[src/rtl/div_if.sv]
// div_if: divide handshake between the control unit (master) and div_unit (slave).
// The div_zero flag exists only when DIV_ZERO_EXC_EN is defined.
interface div_if;
  logic        DIV_control;
  logic [31:0] A_in, B_in, LO_out, HI_out;
  logic        divStop, busy;
`ifdef DIV_ZERO_EXC_EN
  logic        div_zero;
  modport master (output DIV_control, A_in, B_in, input LO_out, HI_out, divStop, busy, div_zero);
  modport slave  (input DIV_control, A_in, B_in, output LO_out, HI_out, divStop, busy, div_zero);
`else
  modport master (output DIV_control, A_in, B_in, input LO_out, HI_out, divStop, busy);
  modport slave  (input DIV_control, A_in, B_in, output LO_out, HI_out, divStop, busy);
`endif
endinterface

[src/rtl/div_unit.sv]
// div_unit: sequential signed 32-bit restoring divider (MIPS div semantics), 33 clocks per result.
// Define DIV_ZERO_EXC_EN to trap zero divisors with an immediate div_zero/divStop pulse.
module div_unit (
  input logic clk,
  input logic reset,
  div_if.slave bus
);
  typedef enum logic [1:0] {IDLE, RUN, FIX, DONE} state_t;
  state_t      state;
  logic [31:0] dvd, dvsr, rem, a_abs, b_abs;
  logic [4:0]  count;
  logic        sign_q, sign_r;
  logic [32:0] sh, trial;
  // rem stays below dvsr (or below 2^31 for a zero divisor), so sh never reaches 2^32
  always_comb begin
    a_abs = bus.A_in[31] ? -bus.A_in : bus.A_in;
    b_abs = bus.B_in[31] ? -bus.B_in : bus.B_in;
    sh    = {rem, dvd[31]};
    trial = sh - {1'b0, dvsr};
  end
  always_ff @(posedge clk or negedge reset) begin
    if (!reset) begin
      state       <= IDLE;
      dvd         <= '0;
      dvsr        <= '0;
      rem         <= '0;
      count       <= '0;
      sign_q      <= 1'b0;
      sign_r      <= 1'b0;
      bus.LO_out  <= '0;
      bus.HI_out  <= '0;
      bus.divStop <= 1'b0;
      bus.busy    <= 1'b0;
`ifdef DIV_ZERO_EXC_EN
      bus.div_zero <= 1'b0;
`endif
    end else begin
      bus.divStop <= 1'b0;
`ifdef DIV_ZERO_EXC_EN
      bus.div_zero <= 1'b0;
`endif
      case (state)
        IDLE: if (bus.DIV_control) begin
`ifdef DIV_ZERO_EXC_EN
          if (bus.B_in == '0) begin
            bus.divStop  <= 1'b1;
            bus.div_zero <= 1'b1;
            state        <= DONE;
          end else
`endif
          begin
            dvd      <= a_abs;
            dvsr     <= b_abs;
            rem      <= '0;
            count    <= '0;
            sign_q   <= bus.A_in[31] ^ bus.B_in[31];
            sign_r   <= bus.A_in[31];
            bus.busy <= 1'b1;
            state    <= RUN;
          end
        end
        RUN: begin
          rem   <= trial[32] ? sh[31:0] : trial[31:0];
          dvd   <= {dvd[30:0], ~trial[32]};
          count <= count + 5'd1;
          state <= (count == 5'd31) ? FIX : RUN;
        end
        FIX: begin
          bus.LO_out  <= sign_q ? -dvd : dvd;
          bus.HI_out  <= sign_r ? -rem : rem;
          bus.divStop <= 1'b1;
          bus.busy    <= 1'b0;
          state       <= DONE;
        end
        default: state <= IDLE;
      endcase
    end
  end
endmodule

[src/flat_wrapper.sv]
// flat-port wrapper written by rule: the top's interface ports become plain ports
module div_unit_flat 
  (clk, reset, bus_DIV_control, bus_A_in, bus_B_in, bus_LO_out, bus_HI_out, bus_divStop, bus_busy);
  div_if bus_i ();
  input logic clk;
  input logic reset;
  input wire logic [$bits(bus_i.DIV_control)-1:0] bus_DIV_control;
  input wire logic [$bits(bus_i.A_in)-1:0] bus_A_in;
  input wire logic [$bits(bus_i.B_in)-1:0] bus_B_in;
  output wire logic [$bits(bus_i.LO_out)-1:0] bus_LO_out;
  output wire logic [$bits(bus_i.HI_out)-1:0] bus_HI_out;
  output wire logic [$bits(bus_i.divStop)-1:0] bus_divStop;
  output wire logic [$bits(bus_i.busy)-1:0] bus_busy;
  assign bus_i.DIV_control = bus_DIV_control;
  assign bus_i.A_in = bus_A_in;
  assign bus_i.B_in = bus_B_in;
  assign bus_LO_out = bus_i.LO_out;
  assign bus_HI_out = bus_i.HI_out;
  assign bus_divStop = bus_i.divStop;
  assign bus_busy = bus_i.busy;
  div_unit u_core (.clk(clk), .reset(reset), .bus(bus_i));
endmodule
[config.mk]
export PLATFORM = sky130hd
export DESIGN_NAME = div_unit_flat
export DESIGN_NICKNAME = d
export VERILOG_FILES = /design/src/rtl/div_if.sv /design/src/rtl/div_unit.sv /design/src/flat_wrapper.sv
export SDC_FILE = /design/constraint.sdc
export NUM_CORES = 1
export LEC_CHECK = 0
export BUFFER_PORTS_ARGS = -buffer_cell sky130_fd_sc_hd__buf_2
export CORE_MARGIN = 10
export CORE_UTILIZATION = 30
export CTS_CLUSTER_SIZE = 12
export DETAILED_ROUTE_END_ITERATION = 8
export PLACE_DENSITY_LB_ADDON = 0.3
export SYNTH_ARGS = -nofsm -noshare
export SYNTH_HDL_FRONTEND = slang
export SYNTH_SLANG_ARGS = --single-unit
export TNS_END_PERCENT = 10
[constraint.sdc]
create_clock -name clk -period 4.7 [get_ports clk]
set_input_delay 0.47 -clock clk [delete_from_list [all_inputs] [get_ports clk]]
set_output_delay 0.47 -clock clk [all_outputs]
set_load 0.02 [all_outputs]
==> qor.csv, run 1 <==
metric;value;unit
run status;finished clean;
Net Switching;0.00453;W
number of different library cells in the post-synthesis netlist;58;
share of total power in combinational logic;56.2;%
starting utilization of the core area;30.3;%
critical path startpoint;u_core.dvd[31];
post-layout min period;3.98;ns
post-synthesis cell type with the largest combined area;dfrtp_1;
static leakage;5.64;nW
sum of net half-perimeters after detailed placement;22.2;mm
crit path launch type;flop;
area share of the leading cell type in the synthesized netlist;39.8;%
vias in the first global route;8840;
maximum number of pins on one net before global-route repair;113;
count of warnings emitted by yosys;0;
post-synthesis average cell area;8.60;sq um
first drt pass iteration count;4;
summed area of non-filler cells in the final layout;0.0125;sq mm
Post-DRT Antenna Nets;0;
wire per inst;15.8;um
start of the worst register-to-register path;u_core.dvd[31];
detailed-route via count;8962;
dominant cells by area after synthesis;dfrtp_1, xor2_1, o21ai_0;
chip height;209;um
global-route wire length before repair;48.2;mm
post-synth net total;1356;
VDD IR max;0.340;mV
portion of the clock cycle consumed by the worst path in the final layout;84.6;%
die area;0.0438;sq mm
H-tree levels;4;
last weighted congestion value of the routability-driven placer;0.836;
final core utilization;35.1;%
clock buffers created by TritonCTS;17;
count of flip-flops with a built-in enable after synthesis;0;
clock latency on the worst-skew pair;0.44;ns
worst slew pin tran;1.06;ns
share of total power in sequential cells;28.7;%
gate count of the mapped netlist;1250;
number of antenna violations at the first check in global routing;3;
share of flip-flops with an asynchronous set or reset;100;%
prevailing post-synth register cell;dfrtp_1;
setup repair after global routing missed its margin;no;
post-synth design cell area;0.0107;sq mm
Crit Path Max Fanout;24;
arrival time of data at the critical path endpoint;4.28;ns
final setup fails;0;
ratio of total power to cell area;784;mW/mm^2
clk_skew;0.00732;ns
clock tree from TritonCTS;done;
post-CTS setup buffer count;0;
overflow left after global routing;0;
Final Hold Vio Count;0;
Ports;133;
detailed-route vias per instance;4.92;
switching share of power;46.4;%
hold slack;0.0974;ns
clock tree buffer depth;2;
#FFs+latches synth;171;
count of input and output buffers;132;
Layout Area Growth over Synthesis;15.8;%
type of the most critical hold path;in2async;
critical path class;reg2reg;
number of DRC violations after detailed-routing iteration 0;463;
placement-stage cell area;0.0118;sq mm
critical path capture point type;flop;
maximum clock frequency;252;MHz
number of nets in the layout;1453;
required time of the critical path;5.01;ns
total power consumption of the routed design;0.00976;W
clock-pin slew reported for the worst setup and hold paths after clock tree synthesis;0.07;ns
max-capacitance violation count;0;
internal cell power;0.00523;W
DRC;0;
Sum Neg Setup Slack;0;ns
Root Driver;clkbuf_16;
# resized after CTS;0;
Global Route Usage Sum;13.3;%
Slew Limit Headroom;29.2;%
cts-stage hold buffer count;0;
sequential cell area fraction in the yosys report;39.8;%
Pins Over Slew Limit;0;
Layout fillers;3649;
floorplan core area;0.0355;sq mm
total wire length after detailed routing;28.8;mm
Std-Cell Rows;69;
Num Clock Sinks;171;
Chip Width;209;um
share of total power in the clock network;15.1;%
Worst Reg2Reg Path Length in Cells;15;
proportion of layout cells with a drive suffix above 1;14.2;%
[synthesized netlist by cell type, drive strengths merged (30+ instances only)]
library cell,n
a21oi,60
a22oi,30
clkbuf,51
dfrtp,171
ha,38
inv,52
nand2,174
nand3,52
nor2,48
o21ai,204
o31ai,37
xnor2,31
xor2,117
[placed cells by master (no fill, tap or decap), types with 10 or more instances in the layout]
master	n
nand2_1	173
o31ai_1	35
nor3_1	10
clkbuf_16	17
a21oi_1	60
buf_4	11
a22oi_1	30
ha_1	38
o21ai_0	184
buf_2	131
nand3_1	51
nor2_1	46
o21ai_1	20
o41ai_1	14
mux2i_1	10
nor2b_1	11
or4_1	11
dfrtp_1	171
xor2_1	116
inv_1	52
xnor2_1	31
or3_1	17
a21o_1	13
[cell type report]
cell class              instances  area (sq um)  area share, %
diodes                          1          2.50         0.0201
clock buffers                  20           467           3.75
clock inverters                10           136           1.10
inverters                      52           195           1.57
multi-input cells             962          6040           48.5
flip-flops and latches        171          4280           34.4
well taps                     461           577           4.63
repair buffers                143           749           6.02
[power groups by stage]
stage	clock network (W)	logic [W]	registers (W)
6_report	0.00147	0.00548	0.00280
5_1_grt	0.00156	0.00630	0.00290
4_1_cts	0.00151	0.00551	0.00280
3_5_place_dp	0	0.00549	0.00282
3_3_place_gp	0	0.00542	0.00279
2_1_floorplan	0	0.00422	0.00269
[worst max-delay path: stages (launching register included)]
cell       delay (ns)
dfrtp_1          0.35
inv_1            0.08
ha_1             0.22
fa_1             0.40
nand2b_1         0.19
a2111oi_0        0.48
a211oi_2         0.13
a31oi_1          0.20
buf_4            0.16
a2111oi_0        0.11
o31ai_2          0.28
o21ai_1          0.20
xor2_4           0.38
buf_4            0.34
mux2i_1          0.24
o21ai_1          0.07
[sequential cells by signal, indices dropped and copies added, names as in the netlist, 2 cells and up]
register,count
u_core.bus.LO_out,32
u_core.state,2
u_core.count,5
u_core.bus.HI_out,32
u_core.rem,32
u_core.dvd,32
u_core.dvsr,32
[worst paths after layout]
check	slack, ns	end
min	0.1	u_core.dvd[12]
max reg2reg	0.72	u_core.rem[8]
min reg2reg	0.47	u_core.bus.HI_out[25]
max in group asynchronous	3.54	u_core.dvd[28]
max	0.72	u_core.rem[8]
min in group clk	0.34	u_core.dvd[5]
[cell families after synthesis]
logic type / count (synthesis) / share of synthesized area, %
AO/OA/AOI/OAI: 400 / 22.2
AND/OR/NAND/NOR: 365 / 15.9
flip-flops: 171 / 39.8
XOR/XNOR: 148 / 12.1
buffers and inverters: 117 / 4.40
adder cells (fa/ha/maj): 39 / 4.61
multiplexers: 10 / 0.931
[stage by stage]
| step | worst slack (ns) | std cells |
|---|---|---|
| after floorplan | 1.19 | 1250 |
| final | 0.724 | 1820 |
| after global routing | 0.335 | 1820 |
| after global placement | 0.789 | 1789 |
| after detailed placement | 0.724 | 1789 |
| after CTS | 0.711 | 1819 |
[layer usage]
| metal | GRT usage [%] | part of all wire, % | up-vias |
|---|---|---|---|
| met2 | 19.5 | 42 | 153 |
| met3 | 2.75 | 4.6 | 23 |
| met5 | 0 | 0.073 | - |
| met1 | 19.0 | 51 | 4158 |
| met4 | 4.12 | 1.7 | 4 |
| li1 | - | - | 4624 |
No activity file was read; power rests on OpenSTA's default activity.
==> run 2: changes to the inputs <==
==> constraint.sdc (replaced) <==
create_clock -name clk -period 3.42 [get_ports clk]
set_input_delay 0.342 -clock clk [delete_from_list [all_inputs] [get_ports clk]]
set_output_delay 0.342 -clock clk [all_outputs]
set_load 0.02 [all_outputs]
==> run 2 against run 1 <==
Against the previous run:
- combinational power is 62% higher
- non-clock buffer count is 60 higher
- cell count is 3.4% higher
- sequential power is 31% higher
- hold slack better by 0.12 ns
- sequential cell count stayed put
- clock-buffer cell count stayed put
- die area stayed put
- first-iteration DRC count is 33% higher
- register-to-register slack worse by 0.68 ns
- maximum frequency is 18% higher
- sequential share of layout area is 1.5 points lower
==> qor.csv, run 2 (synthesis results as in run 1) <==
metric;value;unit;change
run status;finished clean;;
highest-count cells in the layout ignoring fill and taps;o21ai_0, nand2_1, dfrtp_1, buf_2, xor2_1;;
clock tree buffer depth;2;;unchanged
crit path launch type;flop;;
most frequent standard cell in the layout excluding fill and tap cells;o21ai_0;;
start of the worst register-to-register path;u_core.dvd[31];;
last weighted congestion value of the routability-driven placer;0.842;;+0.65%
number of DRC violations after detailed-routing iteration 0;617;;+33%
endpoint of the most critical setup path;u_core.rem[4];;
min-delay src;bus_B_in[30];;
post-layout min period;3.37;ns;-0.603 ns
Final Hold Vio Count;0;;unchanged
maximum number of pins on one net before global-route repair;107;;-5.3%
Chip Width;209;um;unchanged
Root Driver;clkbuf_16;;
total power consumption of the routed design;0.0146;W;+50%
first drt pass iteration count;6;;+2
Num Clock Sinks;171;;unchanged
Ports;133;;unchanged
setup repair after global routing missed its margin;yes;;
clock buffers created by TritonCTS;17;;unchanged
chip height;209;um;unchanged
DRC;0;;unchanged
Worst Reg2Reg Path Length in Cells;16;;+1
vias in the first global route;9015;;+2.0%
total wire length after detailed routing;29.8;mm;+3.3%
clk_skew;0.0103;ns;+0.00294 ns
R2R Path End;u_core.rem[4];;
Std-Cell Rows;69;;unchanged
Layout fillers;3650;;+0.027%
portion of the clock cycle consumed by the worst path in the final layout;98.6;%;+14 points
DP Cell Count;1846;;+3.2%
Slew Limit Headroom;33.0;%;+3.8 points
overflow left after global routing;0;;unchanged
VDD IR max;0.572;mV;+68%
ratio of total power to cell area;1120;mW/mm^2;+43%
setup slack, reg-to-reg;0.05;ns;-0.68 ns
die area;0.0438;sq mm;unchanged
critical path startpoint;u_core.dvd[31];;
register area;0.00428;sq mm;unchanged
sum of net half-perimeters after detailed placement;23.0;mm;+3.3%
final core utilization;36.7;%;+1.6 points
floorplan core area;0.0355;sq mm;unchanged
proportion of layout cells with a drive suffix above 1;18.5;%;+4.3 points
worst slew pin tran;1.00;ns;-0.0572 ns
Crit Path Max Fanout;7;;-71%
number of nets in the layout;1513;;+4.1%
number of antenna violations at the first check in global routing;1;;-2
global-route wire length before repair;49.1;mm;+1.9%
arrival time of data at the critical path endpoint;3.69;ns;-0.59 ns
required time of the critical path;3.74;ns;-1.27 ns
Pins Over Slew Limit;0;;unchanged
Post-DRT Antenna Nets;0;;unchanged
static leakage;5.96;nW;+5.6%
clock latency on the worst-skew pair;0.43;ns;about the same
Global Route Usage Sum;13.6;%;+0.28 points
number of cells on the worst hold path;3;;
final setup fails;0;;unchanged
H-tree levels;4;;unchanged
Multi-input gate area;0.00610;sq mm;+0.97%
count of input and output buffers;132;;unchanged
non-filler cells in the finished layout;1881;;+3.4%
clock-pin slew reported for the worst setup and hold paths after clock tree synthesis;0.07;ns;about the same
detailed-route vias per instance;4.90;;-0.39%
Layout Area Growth over Synthesis;21.1;%;
Sum Neg Setup Slack;0;ns;unchanged
type of the most critical hold path;in2reg;;
maximum clock frequency;296;MHz;+18%
clock tree from TritonCTS;done;;
starting utilization of the core area;30.3;%;unchanged
critical path class;reg2reg;;
max-capacitance violation count;0;;unchanged
wire per inst;15.8;um;about the same
critical path capture point type;flop;;
detailed-route via count;9226;;+2.9%
hold slack;0.214;ns;+0.117 ns
## run 2: worst min path at each step
| stage | endpoint |
|---|---|
| after floorplan | u_core.bus.HI_out[0] |
| after global placement | u_core.bus.LO_out[13] |
| after detailed placement | u_core.bus.LO_out[13] |
| after CTS | u_core.dvsr[31] |
| after global routing | u_core.dvsr[31] |
| final | u_core.dvsr[31] |
## run 2: area by class of cell
type                       instances  share of cell area [%]
multi-input combinational        962                    46.9
sequential                       171                    32.9
timing repair buffer             203                    9.62
tap                              461                    4.43
clock buffer                      20                    3.59
inverter                          52                    1.50
clock inverter                    11                    1.05
antenna                            1                  0.0192
## run 2: layer usage
layer,routed length [um],global-route usage [%]
met5,0,0
met4,348,3.70
met3,1410,2.42
met2,12500,19.7
met1,15500,20.0
## run 2: worst max-delay path: stages (launching register included)
cell	delay (ns)
dfrtp_1	0.34
inv_1	0.06
ha_1	0.21
fa_2	0.36
nand2b_4	0.16
a2111oi_2	0.30
buf_4	0.17
a211oi_2	0.05
a31oi_2	0.26
a2111oi_2	0.11
o31ai_2	0.32
o21ai_2	0.13
xor2_4	0.20
buf_4	0.17
clkbuf_16	0.15
a32oi_1	0.21
nand2_1	0.08
## run 2: what timing repair did
action,CTS,global route
gates cloned,0,1
resized for setup,6,13
pin swaps,1,3
hold buffers,1,0
endpoints found under the hold margin,69,0
setup buffers,0,1
endpoints found under the setup margin,27,38
## run 2: report_power, final
part	total, W	internal (W)	switching [W]	leakage, nW
Combinational	0.00889	0.00396	0.00493	3.63
Clock	0.00202	0.00114	0.000876	0.289
Sequential	0.00368	0.00286	0.000828	2.04
Total	0.0146	0.00796	0.00663	5.96
## run 2: stage by stage
stage,setup slack [ns],area [sq um]
after floorplan,0.0639,10800
after global placement,-0.0131,12300
after detailed placement,-0.125,12300
after CTS,0.0444,12900
after global routing,-0.169,13000
final,0.0473,13000
==> run 3: changes to the inputs <==
--- a/config.mk
+++ b/config.mk
@@ -6,7 +6,7 @@
 export NUM_CORES = 1
 export LEC_CHECK = 0
 export BUFFER_PORTS_ARGS = -buffer_cell sky130_fd_sc_hd__buf_2
-export CORE_MARGIN = 10
+export CAP_MARGIN = 20
 export CORE_UTILIZATION = 30
 export CTS_CLUSTER_SIZE = 12
 export DETAILED_ROUTE_END_ITERATION = 8
==> run 3 against run 2 <==
Against the previous run:
- critical path type unchanged
- critical endpoint is now u_core.rem[31]
- sequential cell count unchanged
- sequential power hardly changed
- critical path depth shrank 2
==> qor.csv, run 3 (synthesis results as in run 1) <==
metric;value;unit;change
run status;finished clean;;
clock-pin slew reported for the worst setup and hold paths after clock tree synthesis;0.07;ns;about the same
final setup fails;0;;unchanged
Root Driver;clkbuf_16;;
Slew Limit Headroom;33.1;%;+0.10 points
max-capacitance violation count;0;;unchanged
first drt pass iteration count;5;;-1
Multi-input gate area;0.00624;sq mm;+2.3%
setup repair after global routing missed its margin;yes;;
register area;0.00428;sq mm;unchanged
maximum number of pins on one net before global-route repair;131;;+22%
Crit Path Max Fanout;6;;-1
Num Clock Sinks;171;;unchanged
worst slew pin tran;1.00;ns;-0.00156 ns
setup slack, reg-to-reg;0.1;ns;+0.05 ns
die area;0.0366;sq mm;-16%
critical-path cell with the highest stage delay;dfrtp_1;;
number of DRC violations after detailed-routing iteration 0;533;;-14%
ratio of total power to cell area;1160;mW/mm^2;+3.3%
required time of the critical path;3.77;ns;+0.03 ns
routed wire length on met2;12.2;mm;-2.3%
proportion of layout cells with a drive suffix above 1;19.7;%;+1.2 points
crit path launch type;flop;;
last weighted congestion value of the routability-driven placer;0.841;;about the same
detailed-route via count;9229;;+0.033%
clock tree from TritonCTS;done;;
overflow left after global routing;0;;unchanged
count of input and output buffers;132;;unchanged
number of antenna violations at the first check in global routing;1;;unchanged
final core utilization;38.0;%;+1.3 points
clock buffers created by TritonCTS;17;;unchanged
starting utilization of the core area;30.8;%;+0.52 points
wire per inst;15.3;um;-3.6%
most frequent standard cell in the layout excluding fill and tap cells;nand2_1;;
floorplan core area;0.0349;sq mm;-1.7%
total wire length after detailed routing;28.7;mm;-3.5%
vias in the first global route;8970;;-0.50%
type of the most critical hold path;in2reg;;
Chip Width;191;um;-8.6%
clock tree buffer depth;2;;unchanged
chip height;191;um;-8.6%
clk_skew;0.00808;ns;-0.00218 ns
met1 wire length;15.0;mm;-3.4%
setup slack after placement;-0.160;ns;-0.0348 ns
global-route wire length before repair;47.3;mm;-3.7%
highest-count cells in the layout ignoring fill and taps;nand2_1, o21ai_0, dfrtp_1, buf_2, xor2_1;;
sum of net half-perimeters after detailed placement;21.5;mm;-6.4%
post-layout min period;3.32;ns;-0.0489 ns
maximum clock frequency;301;MHz;+1.5%
portion of the clock cycle consumed by the worst path in the final layout;97.2;%;-1.4 points
clock latency on the worst-skew pair;0.44;ns;about the same
Final Hold Vio Count;0;;unchanged
Layout Area Growth over Synthesis;23.2;%;
final worst setup slack;0.0961;ns;+0.0489 ns
critical path class;reg2reg;;
Largest stage delay, worst path;0.41;ns;+0.05 ns
Post-DRT Antenna Nets;0;;unchanged
Layout fillers;3597;;-1.5%
critical path capture point type;flop;;
cell breakdown of the critical path;ha_4 > fa_2 > nand2b_4 > a2111oi_4 > buf_4 > a211oi_4 > a31oi_4 > a2111oi_4 > o31ai_4 > o21ai_4 > xor2_4 > nand2b_1 > buf_4 > o211ai_1;;
uppermost layer routed;met4;;
static leakage;6.04;nW;+1.3%
Ports;133;;unchanged
arrival time of data at the critical path endpoint;3.67;ns;-0.02 ns
number of nets in the layout;1521;;+0.53%
met3 wirelength from detailed routing;1.23;mm;-13%
Global Route Usage Sum;16.1;%;+2.6 points
VDD IR max;0.584;mV;+2.1%
DRC;0;;unchanged
Pins Over Slew Limit;0;;unchanged
H-tree levels;4;;unchanged
Std-Cell Rows;68;;-1.4%
detailed-route vias per instance;4.90;;-0.13%
[run 3: through the flow]
stage / hold slack, ns / std cells / power, W / cell area [sq um] / TNS [ns]
final: 0.208 / 1884 / 0.0153 / 13200 / 0
after floorplan: 0.0464 / 1250 / 0.00953 / 10800 / 0
after detailed placement: 0.434 / 1839 / 0.0122 / 12300 / -3.61
after global placement: 0.426 / 1839 / 0.0120 / 12300 / -1.66
after CTS: 0.196 / 1875 / 0.0146 / 13000 / 0
after global routing: 0.215 / 1884 / 0.0167 / 13200 / -0.704
[run 3: path summary, 6_finish.rpt]
| path | startpoint | endpoint | cells after the start |
|---|---|---|---|
| max | u_core.dvsr[0] | u_core.rem[31] | 14 |
| min reg2reg | u_core.bus.HI_out[16] | u_core.bus.HI_out[16] | 2 |
| max reg2reg | u_core.dvsr[0] | u_core.rem[31] | 14 |
| max in group asynchronous | reset | u_core.dvsr[29] | 3 |
| min | bus_B_in[29] | u_core.dvsr[29] | 3 |
| min in group asynchronous | reset | u_core.dvd[13] | 2 |
[run 3: final cells by class]
cell class                 count  area share (%)
timing repair buffer         210            10.3
clock inverter                14            1.21
inverter                      52            1.47
multi-input combinational    963            47.1
tap                          455            4.30
antenna                        1          0.0189
sequential                   171            32.3
clock buffer                  18            3.24
[run 3: timing repair]
item | CTS | global route
setup buffers | 1 | 4
resized for setup | 7 | 41
pin swaps | 2 | 8
hold endpoints to repair | 71 | 0
endpoints found under the setup margin | 33 | 38
gates cloned | 2 | 2
hold buffers | 1 | 0
[run 3: report_power, final]
group / internal [W] / leakage [nW] / switching (W)
clock: 0.00109 / 0.292 / 0.000880
sequential: 0.00285 / 2.04 / 0.000845
combinational: 0.00436 / 3.71 / 0.00530
[run 3: metal layers]
metal  vias up  GRT usage, %
li1       4761             -
met1      4287          24.1
met2       161          23.3
met3        20          3.23
met4         0          4.09
met5         -             0
[run 3: critical path: cells and delay by family, from the launching register on]
family	cells	cell delay, ns
and+or+nand+nor	2	0.38
AOI/OAI and AO/OA	7	1.31
buffers and inverters	2	0.37
adders and majority gates	2	0.55
xor gates and xnor gates	1	0.21
DFF	1	0.41
